==> config.mk <==
export PLATFORM = sky130hd
export DESIGN_NAME = gcd_go_sequencer
export DESIGN_NICKNAME = d
export VERILOG_FILES = /design/src/rtl/gcd_go_sequencer.sv
export SDC_FILE = /design/constraint.sdc
export NUM_CORES = 1
export LEC_CHECK = 0
export CORE_UTILIZATION = 44
export CTS_BUF_LIST = sky130_fd_sc_hd__clkbuf_8
export CTS_CLUSTER_SIZE = 14
export DETAILED_ROUTE_END_ITERATION = 16
export HOLD_SLACK_MARGIN = 0.1
export PLACE_DENSITY = 0.82
export REMOVE_ABC_BUFFERS = 1
export SYNTH_ARGS = -nofsm -noshare
export SYNTH_HDL_FRONTEND = slang
export SYNTH_SLANG_ARGS = --single-unit
export TNS_END_PERCENT = 1
==> constraint.sdc <==
create_clock -name CLK -period 1.8 [get_ports CLK]
set_input_delay 0.36 -clock CLK [delete_from_list [all_inputs] [get_ports CLK]]
set_output_delay 0.36 -clock CLK [all_outputs]
set_load 0.02 [all_outputs]
==> src/rtl/gcd_go_sequencer.sv <==
// Initiator-side sequencer for a GCD core. It drives x/y/go with setup, go-pulse and settle
// timing, then returns d over valid/ready. Optional macro GCD_SEQ_STABLE_CHECK_EN adds res_err_o.
module gcd_go_sequencer #(
    parameter int unsigned WIDTH      = 4,
    parameter int unsigned SETUP_CYC  = 2,
    parameter int unsigned GO_CYC     = 4,
    parameter int unsigned SETTLE_CYC = 10
) (
    input  logic             CLK,
    input  logic             RESET,
    input  logic             req_valid_i,
    input  logic [WIDTH-1:0] req_x_i,
    input  logic [WIDTH-1:0] req_y_i,
    output logic             req_ready_o,
    output logic [WIDTH-1:0] x_o,
    output logic [WIDTH-1:0] y_o,
    output logic             go_o,
    input  logic [WIDTH-1:0] d_i,
    output logic             res_valid_o,
    output logic [WIDTH-1:0] res_d_o,
    input  logic             res_ready_i,
`ifdef GCD_SEQ_STABLE_CHECK_EN
    output logic             res_err_o,
`endif
    output logic [7:0]       res_count_o
);

    // Phase counter counts down from CYC-1; the state is left when it reaches zero.
    localparam logic [7:0] SETUP_LD  = 8'(SETUP_CYC - 1);
    localparam logic [7:0] GO_LD     = 8'(GO_CYC - 1);
    localparam logic [7:0] SETTLE_LD = 8'(SETTLE_CYC - 1);

    typedef enum logic [2:0] {
        ST_IDLE  = 3'd0,
        ST_SETUP = 3'd1,
        ST_GO    = 3'd2,
        ST_WAIT  = 3'd3,
        ST_DONE  = 3'd4
    } state_t;

    state_t           state_r;
    state_t           state_nxt_s;
    logic [7:0]       cnt_r;
    logic [7:0]       cnt_nxt_s;
    logic [WIDTH-1:0] x_nxt_s;
    logic [WIDTH-1:0] y_nxt_s;
    logic [WIDTH-1:0] res_d_nxt_s;
    logic             go_nxt_s;
    logic             res_valid_nxt_s;
    logic [7:0]       res_count_nxt_s;
`ifdef GCD_SEQ_STABLE_CHECK_EN
    logic [WIDTH-1:0] d_prev_r;
    logic [WIDTH-1:0] d_prev_nxt_s;
    logic             res_err_nxt_s;
`endif

    assign req_ready_o = (state_r == ST_IDLE) && !RESET;

    // Next-state and next-output logic.
    always_comb begin
        state_nxt_s     = state_r;
        cnt_nxt_s       = cnt_r;
        x_nxt_s         = x_o;
        y_nxt_s         = y_o;
        res_d_nxt_s     = res_d_o;
        go_nxt_s        = go_o;
        res_valid_nxt_s = res_valid_o;
        res_count_nxt_s = res_count_o;
`ifdef GCD_SEQ_STABLE_CHECK_EN
        d_prev_nxt_s    = d_prev_r;
        res_err_nxt_s   = res_err_o;
`endif
        case (state_r)
            ST_IDLE: begin
                if (req_valid_i && req_ready_o) begin
                    x_nxt_s = req_x_i;
                    y_nxt_s = req_y_i;
                    // A zero operand would hang a subtractive core: answer directly.
                    if ((req_x_i == '0) || (req_y_i == '0)) begin
                        state_nxt_s     = ST_DONE;
                        cnt_nxt_s       = 8'd0;
                        res_d_nxt_s     = req_x_i | req_y_i;
                        res_valid_nxt_s = 1'b1;
                    end else begin
                        state_nxt_s = ST_SETUP;
                        cnt_nxt_s   = SETUP_LD;
                    end
                end else begin
                    state_nxt_s = ST_IDLE;
                end
            end
            ST_SETUP: begin
                if (cnt_r == 8'd0) begin
                    state_nxt_s = ST_GO;
                    cnt_nxt_s   = GO_LD;
                    go_nxt_s    = 1'b1;
                end else begin
                    cnt_nxt_s = cnt_r - 8'd1;
                end
            end
            ST_GO: begin
                if (cnt_r == 8'd0) begin
                    state_nxt_s = ST_WAIT;
                    cnt_nxt_s   = SETTLE_LD;
                    go_nxt_s    = 1'b0;
                end else begin
                    cnt_nxt_s = cnt_r - 8'd1;
                end
            end
            ST_WAIT: begin
                if (cnt_r == 8'd0) begin
                    state_nxt_s     = ST_DONE;
                    cnt_nxt_s       = 8'd0;
                    res_d_nxt_s     = d_i;
                    res_valid_nxt_s = 1'b1;
`ifdef GCD_SEQ_STABLE_CHECK_EN
                    res_err_nxt_s   = (d_i != d_prev_r);
`endif
                end else begin
                    cnt_nxt_s = cnt_r - 8'd1;
`ifdef GCD_SEQ_STABLE_CHECK_EN
                    if (cnt_r == 8'd1) begin
                        d_prev_nxt_s = d_i;
                    end else begin
                        d_prev_nxt_s = d_prev_r;
                    end
`endif
                end
            end
            ST_DONE: begin
                if (res_ready_i) begin
                    state_nxt_s     = ST_IDLE;
                    cnt_nxt_s       = 8'd0;
                    res_valid_nxt_s = 1'b0;
                    res_count_nxt_s = res_count_o + 8'd1;
`ifdef GCD_SEQ_STABLE_CHECK_EN
                    res_err_nxt_s   = 1'b0;
`endif
                end else begin
                    state_nxt_s = ST_DONE;
                end
            end
            default: begin
                state_nxt_s     = ST_IDLE;
                cnt_nxt_s       = 8'd0;
                go_nxt_s        = 1'b0;
                res_valid_nxt_s = 1'b0;
            end
        endcase
    end

    // State and registered outputs with synchronous reset.
    always_ff @(posedge CLK) begin
        if (RESET) begin
            state_r     <= ST_IDLE;
            cnt_r       <= 8'd0;
            x_o         <= '0;
            y_o         <= '0;
            go_o        <= 1'b0;
            res_valid_o <= 1'b0;
            res_d_o     <= '0;
            res_count_o <= 8'd0;
`ifdef GCD_SEQ_STABLE_CHECK_EN
            d_prev_r    <= '0;
            res_err_o   <= 1'b0;
`endif
        end else begin
            state_r     <= state_nxt_s;
            cnt_r       <= cnt_nxt_s;
            x_o         <= x_nxt_s;
            y_o         <= y_nxt_s;
            go_o        <= go_nxt_s;
            res_valid_o <= res_valid_nxt_s;
            res_d_o     <= res_d_nxt_s;
            res_count_o <= res_count_nxt_s;
`ifdef GCD_SEQ_STABLE_CHECK_EN
            d_prev_r    <= d_prev_nxt_s;
            res_err_o   <= res_err_nxt_s;
`endif
        end
    end

endmodule

==> metrics list, run 1 <==
- The total count of hold-check failures in the final report is 0.
- Final #Nets: ~270
* Worst voltage drop across the vdd grid: 854 uV
- Synth top area share: 0.414
- Result of the run: complete, no violations
- The signal on the critical path passes through clkdlybuf4s50_1, nor4_2, o211ai_1, a221o_1, a21oi_2.
- The clock tree synthesis step divided the H-tree into 2 levels.
- Fraction of final layout cells sized beyond drive strength 1: 0.200
- The average instance in the mapped netlist occupies between 8 and 9 um2.
- EDFF count, synth: 0
* Total power of the final layout: about 3.3 mW
- Number of placement rows: 21
- Hold bufs inserted after CTS: 0
- On the worst path, the slowest cell contributes a delay of between 0.4 and 0.5 ns.
- DR iter-0 viols: 85
- Clock transition at the register clock pins on the worst setup and hold paths after CTS: 0.07 ns
- Placer Congestion: between 0.8 and 0.9
- For this run, the leading register cell type out of synthesis is sky130_fd_sc_hd__dfxtp_1.
- Horizontal die dimension: slightly above 60 um
- Initial core utilization: 0.467
- Final count of pins violating max slew: 0
* Router iterations before antenna repair: 4
* Library cell occupying the most area in the post-synthesis netlist: sky130_fd_sc_hd__dfxtp_1
- Counting tap cells, the placed design contains a total of 291 instances.
* Endpoint arrival time on the critical path: roughly 2.0 ns
- After synthesis, the cell types taking the most area are sky130_fd_sc_hd__dfxtp_1 41%, sky130_fd_sc_hd__xor2_1 7.1%, sky130_fd_sc_hd__nor2_1 6.4%.
- Detailed Place HPWL: roughly 2800 um
* Sequential share of the synthesized area: 0.414
* Unrepaired setup endpoints after global routing: true
- Measured against its own limit, the worst slew margin works out to 0.668.
* Buffers added on ports: 38
* Inserted Clock Buffers: 5
- The filler cells instantiated in the layout total ~260.
* Final sum of negative setup slack: 0 ns
- Kind of launch point of the worst setup path: primary input
- Setup violations remaining at the end of the flow were counted as 0.
- Via count of the first global-routing pass: 1,524
* Ys async rst share: 0
- The first global-routing pass estimated 6520 um of wire.
- Die Area: 3870 um2
* Number of instances in the synthesized netlist: 186
- Critical path endpoint category: flop
- Area inside the core boundary: approximately 3400 um2
* Die Span Y: 62.2 um
- Measured slew at the worst slew-check pin: 0.497 ns
- Min Clock Period, post-route: between 1.5 and 2 ns
* Crit path required time: 2.03 ns
* Logic depth of the worst register-to-register path: 6
- For this run the aggregate overflow at the end of global routing stands at 0.
- The slowest stage of the critical path belongs to the cell sky130_fd_sc_hd__clkdlybuf4s50_1.
- Of all nets on the critical path, the largest fanout is 6.
- Clock Skew: 0.00629 ns
- Via density per instance: slightly above 5
* Gate family responsible for the most delay along the worst path: compound AO/OA/AOI/OAI gates
- Clock root buffer: sky130_fd_sc_hd__clkbuf_8
- Final Instance Count excl. Fillers: approximately 300
- The worst hold path was traced through 2 stages.
* Drt total wl: slightly below 4000 um
- Power per unit of standard cell area: roughly 1400 nW/um2
- In the final routed layout, each cell accounts on average for around 13 um.
- For the worst-skew pair, the clock arrives at the later sink with an insertion delay of ~0.29 ns.
- Clock tree from TritonCTS: built
- Total of flip-flops plus latches after synthesis: 33
* Number of warnings printed during yosys synthesis: 0
* Via count: between 1,500 and 2,000
- Static timing analysis puts the maximum clock frequency at approximately 570 MHz.
* Total number of clock tree sinks: 33
- Leakage power total: a little over 0.9 nW
- P&R area growth vs syn: 49.4%
- Cell variety after synth: 38
- The detail route stage leaves a number of antenna-violating nets equal to 0.
- In this run the deepest clock path goes through 2 buffers.
* Cell area after synthesis: 1600 um2
* Largest net degree at the start of global routing: 22
* Tot GR Track Use: 0.213
- In the finished design, the share of the clock period the worst path needs comes to 0.980.
- Io pins: 39
- The min-delay analysis places its worst path in the category reg -> reg.
- Number of violations of the max-capacitance limit: 0
- Combined buffer and inverter count along the critical path: 1
- In the routed design, unresolved DRC markers number 0.
- The critical path is of the in -> reg type.
- Cell count along the critical path: 5
- Antenna diode instance count: 0
- The initial antenna violation count was 0.
[worst register-to-register path: cells and delay by family, from the launching register on]
kind	cells	cell delay, ns
buffers and inverters	1	0.05
DFF	1	0.31
and+or+nand+nor	2	0.56
AOI/OAI and AO/OA	2	0.52
adders and majority gates	1	0.17
[power by group]
part / internal (mW) / switching, mW / total (mW) / leakage (nW)
clock network: 0.445 / 0.274 / 0.719 / 0.0626
logic: 0.728 / 0.804 / 1.53 / 0.590
registers: 0.883 / 0.140 / 1.02 / 0.269
total: 2.06 / 1.22 / 3.27 / 0.922
[path summary, 6_finish.rpt]
check	from	end	slack [ns]
worst min-delay path	x_o[3]	x_o[3]	0.45
worst min register to register	x_o[3]	x_o[3]	0.45
worst max register to register	cnt_r[0]	res_d_o[1]	0.13
worst max-delay path	req_y_i[3]	res_d_o[0]	0.04
[kinds of logic after synthesis]
kind of cell / share of synthesized area
multiplexers: 0.00627
buffers and inverters: 0.0329
AND/OR/NAND/NOR: 0.272
adder cells (fa/ha/maj): 0.0157
flip-flops: 0.414
XOR/XNOR: 0.0769
AO/OA/AOI/OAI: 0.182
[cell type report]
class                      count  area, um2  share of cell area
sequential                    33        661               0.277
inverter                       4       15.0             0.00630
timing repair buffer          70        619               0.260
tap                           46       57.6              0.0241
clock buffer                   6       82.6              0.0346
multi-input combinational    140        915               0.384
clock inverter                 2       33.8              0.0142
[metal layers]
layer  routed length (um)  global-route usage  up-vias
met1                 1840               0.258      716
met5                    0                   0        -
li1                     -                   -      796
met4                   85               0.105        0
met3                  156              0.0478       10
met2                 1890               0.356       40
[per-stage QoR]
| step | cell area [um2] | utilization | hold WS [ns] | worst slack [ns] |
|---|---|---|---|---|
| 6_report | 2380 | 0.698 | 0.454 | 0.0359 |
| 5_1_grt | 2380 | 0.698 | 0.484 | -0.0139 |
| 4_1_cts | 2340 | 0.686 | 0.455 | 0.00777 |
| 3_5_place_dp | 2220 | 0.650 | 0.440 | -0.295 |
| 3_3_place_gp | 2220 | 0.650 | 0.442 | -0.294 |
| 2_1_floorplan | 1560 | - | 0.422 | -0.134 |
[cells in the final DEF, fill, tap and decap left out, types with 2 or more instances in the layout]
master                             n
sky130_fd_sc_hd__and3_1            3
sky130_fd_sc_hd__o21ai_1           3
sky130_fd_sc_hd__nand4_1           4
sky130_fd_sc_hd__and2_1            3
sky130_fd_sc_hd__clkbuf_8          6
sky130_fd_sc_hd__a21oi_2           4
sky130_fd_sc_hd__clkdlybuf4s50_1  37
sky130_fd_sc_hd__ha_1              2
sky130_fd_sc_hd__xor2_1           13
sky130_fd_sc_hd__nand2_1          24
sky130_fd_sc_hd__buf_4            31
sky130_fd_sc_hd__nor4_4            3
sky130_fd_sc_hd__o211ai_1          7
sky130_fd_sc_hd__a211oi_1          2
sky130_fd_sc_hd__a221o_1           4
sky130_fd_sc_hd__nand3_1           6
sky130_fd_sc_hd__dfxtp_1          33
sky130_fd_sc_hd__a21oi_1           3
sky130_fd_sc_hd__nor2_1           27
sky130_fd_sc_hd__o21ai_0           8
sky130_fd_sc_hd__nor3_1            6
sky130_fd_sc_hd__a31oi_1           2
sky130_fd_sc_hd__inv_1             5
[state kept, by name, summed over array words and instances, names as in the netlist]
name and count:
cnt_r 8, y_o 4, state_r 3, res_count_o 8, go_o 1, x_o 4, res_d_o 4, res_valid_o 1
[cells in the mapped netlist (all sizes together), types with 2 or more instances]
master / number
buf: 3
o211ai: 7
dfxtp: 33
nand2: 24
and2: 3
o21ai: 11
a211oi: 2
nor3: 6
clkbuf: 6
ha: 2
a221o: 4
nand3: 6
a21oi: 7
and3: 3
nor2: 27
xor2: 13
a31oi: 2
nor4: 4
inv: 4
nor3b: 2
nand4: 5
[repair_timing]
item,CTS,global route
pin swaps,0,3
gates resized for setup,2,7
buffers inserted,0,2
endpoints found under the setup margin,4,14
No activity file was read; power rests on OpenSTA's default activity.
==> inputs of run 2 (changes only) <==
Settings changed: CAP_MARGIN set to 15, PLACE_DENSITY 0.82 to 0.79.
Clock period 1.8 ns to 1.9 ns, I/O delays scaled along.
==> run 2 against run 1 <==
Clock skew rose by 0.0026 ns. First-iteration DRC count fell by 9.4%. Die area did not move. Critical path type unchanged. Combinational power fell by 4%. Clock power fell by 7.1%. Highest routed layer unchanged. Critical path depth rose by 1.
==> metrics list, run 2 (synthesized netlist as in run 1, its figures left out) <==
- Most common cell after layout, fill and taps aside: sky130_fd_sc_hd__clkdlybuf4s50_1 (unchanged)
- The power density of the placed cells is 1320 nW/um2 (was 1370 nW/um2).
* Met3 routed wirelength: 195 um (was 156 um)
* Met2 wire len: 1750 um (was 1890 um)
- The number of remaining DRC errors came to 0 (unchanged).
- The initial DRC count was 77 (was 85).
- The worst clock skew came to 0.00894 ns (was 0.00629 ns).
* Kind of launch point of the worst setup path: primary input (unchanged)
- P&R area growth vs syn: 47.8% (was 49.4%)
- Area inside the core boundary: 3420 um2 (unchanged)
- Io pins: 39 (unchanged)
- The count of buffers inserted at the top-level ports is 38 (unchanged).
- The net total in the final layout came to 272 (unchanged).
- The routed length per instance is 12.5 um (was 13.2 um).
- The final max-slew violation count came to 0 (unchanged).
- Worst slew margin: 0.648 (was 0.668)
- The number of sinks driven by the clock tree came to 33 (unchanged).
- The worst voltage drop across the vdd grid is 766 uV (was 854 uV).
- The part of the power in the clock network is 0.215 (was 0.220).
- The part of the power in registers was 0.312 (about the same).
* Critical path endpoint category: flop (unchanged)
* Fraction of final layout cells sized beyond drive strength 1: 0.184 (was 0.200)
- The design internal power was 1.97 mW (was 2.06 mW).
- Switching power as a share of total power: 0.365 (was 0.372)
- The width of the die was 62.2 um (unchanged).
- The leftover overflow at the end of global routing came to 0 (unchanged).
* Worst-Skew Late Latency: 0.28 ns (was 0.29 ns)
- The post-route antenna net violation count is 0 (unchanged).
- Highest fanout seen on the critical path: 8 (was 6)
* Maximum root-to-sink buffer count: 2 (unchanged)
* Class of the tightest hold or removal check: reg -> reg (unchanged)
* Number of setup violations in the final report: 0 (unchanged)
* Antenna diode instance count: 0 (unchanged)
- The number of global-route vias before repair was 1,446 (was 1,524).
- Measured slew at the worst slew-check pin: 0.524 ns (was 0.497 ns)
- Result of the run: complete, no violations (unchanged)
- DR top layer: met4 (unchanged)
- The total count of hold-check failures in the final report is 0 (unchanged).
- Min Clock Period, post-route: roughly 1.8 ns
- The total power consumption of the routed design was 3.11 mW (was 3.27 mW).
* Post-route fraction of the period consumed by the critical path: 0.969
* Initial antenna violation count: 0 (unchanged)
- Clock root buffer: sky130_fd_sc_hd__clkbuf_8 (unchanged)
- The static leakage came to 0.918 nW (was 0.922 nW).
- Unrepaired setup endpoints after global routing: false (was true)
- Path type of the worst setup path: in -> reg (unchanged)
- Top library cells by usage in the layout, fill and taps aside: 37 x sky130_fd_sc_hd__clkdlybuf4s50_1, 33 x sky130_fd_sc_hd__dfxtp_1, 32 x sky130_fd_sc_hd__buf_4, 27 x sky130_fd_sc_hd__nor2_1, 24 x sky130_fd_sc_hd__nand2_1 (was 37 x sky130_fd_sc_hd__clkdlybuf4s50_1, 33 x sky130_fd_sc_hd__dfxtp_1, 31 x sky130_fd_sc_hd__buf_4, 27 x sky130_fd_sc_hd__nor2_1, 24 x sky130_fd_sc_hd__nand2_1)
* Die Span Y: 62.2 um (unchanged)
- The wire length of the first global-routing pass came to 6400 um (was 6520 um).
- The share of total power in combinational logic came to 0.473 (was 0.468).
- Largest net degree at the start of global routing: 22 (unchanged)
* Post-route met1 wirelength: 1790 um (was 1840 um)
- Crit path required time: 2.12 ns (was 2.03 ns)
* Hold bufs inserted after CTS: 0 (unchanged)
- The placed wire-length estimate came to 2740 um (was 2820 um).
* Number of violations of the max-capacitance limit: 0 (unchanged)
* Reported net switching power: 1.14 mW (was 1.22 mW)
- Largest registers: cnt_r (8), res_count_o (8) (unchanged).
- Die Area: 3870 um2 (unchanged)
* Filler Cells Inserted: 291 (was 257)
- The total detailed-routing wirelength came to 3760 um (was 3970 um).
- The number of vias per cell after detailed routing is 5.16 (was 5.19).
* Router iterations before antenna repair: 4 (unchanged)
- Peak Freq: ~540 MHz
- Tot GR Track Use: 0.207 (was 0.213)
* Hold_ws: 0.468 ns (was 0.454 ns)
* Inserted Clock Buffers: 5 (unchanged)
* Endpoint arrival time on the critical path: 2.06 ns (was 1.99 ns)
- Via count: 1,552 (was 1,562)
- Number of placement rows: 21 (unchanged)
- The CTS tree is built (unchanged).
- The clock-pin slew of the registers on the worst-case setup and hold paths was 0.07 ns (about the same).
* H-tree depth reported by CTS: 2 (unchanged)
* Placer Congestion: 0.887 (was 0.818)
* Initial core utilization: 0.467 (unchanged)
==> run 2: cell count changes in the layout (fill, tap and decap cells not counted) <==
cell	previous run	this run
sky130_fd_sc_hd__dlygate4sd2_1	0	1
sky130_fd_sc_hd__nor4_2	1	0
sky130_fd_sc_hd__nor3b_1	0	1
sky130_fd_sc_hd__buf_4	31	32
sky130_fd_sc_hd__clkbuf_2	1	0
sky130_fd_sc_hd__nor4_1	0	2
sky130_fd_sc_hd__buf_6	1	0
sky130_fd_sc_hd__nor4_4	3	2
sky130_fd_sc_hd__nor3b_2	1	0
==> run 2: stage by stage <==
stage | setup TNS, ns | utilization | cells | worst slack [ns] | area (um2)
4_1_cts | 0 | 0.686 | 300 | 0.0208 | 2340
2_1_floorplan | -0.128 | - | 177 | -0.0335 | 1560
6_report | 0 | 0.690 | 301 | 0.0595 | 2360
3_3_place_gp | -1.83 | 0.652 | 292 | -0.232 | 2230
5_1_grt | 0 | 0.690 | 301 | 0.00149 | 2360
3_5_place_dp | -2.31 | 0.652 | 292 | -0.295 | 2230
==> run 2: repair_timing <==
action,CTS,global route
gates resized for setup,1,1
pin swaps,1,1
buffers inserted,0,1
setup endpoints to repair,2,4
==> run 2: cell type report <==
| type | count | area (um2) | area share |
|---|---|---|---|
| multi-input combinational | 140 | 888 | 0.377 |
| clock buffer | 6 | 82.6 | 0.0350 |
| inverter | 4 | 15.0 | 0.00637 |
| sequential | 33 | 661 | 0.280 |
| tap | 46 | 57.6 | 0.0244 |
| timing repair buffer | 70 | 619 | 0.263 |
| clock inverter | 2 | 33.8 | 0.0143 |
==> run 2: metal layers <==
| metal | track usage | vias to the layer above |
|---|---|---|
| li1 | - | 799 |
| met1 | 0.260 | 707 |
| met2 | 0.342 | 43 |
| met3 | 0.0680 | 3 |
| met4 | 0.0523 | 0 |
| met5 | 0 | - |
==> run 2: worst paths after layout <==
check             startpoint          to  slack (ns)  cells after the start
hold reg to reg       x_o[1]      x_o[1]        0.47                      2
setup reg to reg    cnt_r[2]  res_d_o[3]        0.16                      4
setup / recovery  req_y_i[3]  res_d_o[3]        0.06                      6
hold / removal        x_o[1]      x_o[1]        0.47                      2
==> run 2: worst max-delay path, cell delays in order <==
cell and delay [ns]:
sky130_fd_sc_hd__clkdlybuf4s50_1 0.44, sky130_fd_sc_hd__nor4_1 0.42, sky130_fd_sc_hd__o211ai_1 0.17, sky130_fd_sc_hd__buf_4 0.19
sky130_fd_sc_hd__a221o_1 0.33, sky130_fd_sc_hd__a21oi_2 0.13
==> run 2: power groups by stage <==
stage                     Clock, mW  Sequential [mW]  Combinational, mW
final                         0.668            0.969               1.47
after global routing          0.718            0.992               1.62
after CTS                     0.684            0.968               1.43
after detailed placement          0            0.979               1.43
after global placement            0            0.974               1.41
after floorplan                   0             1.07              0.755
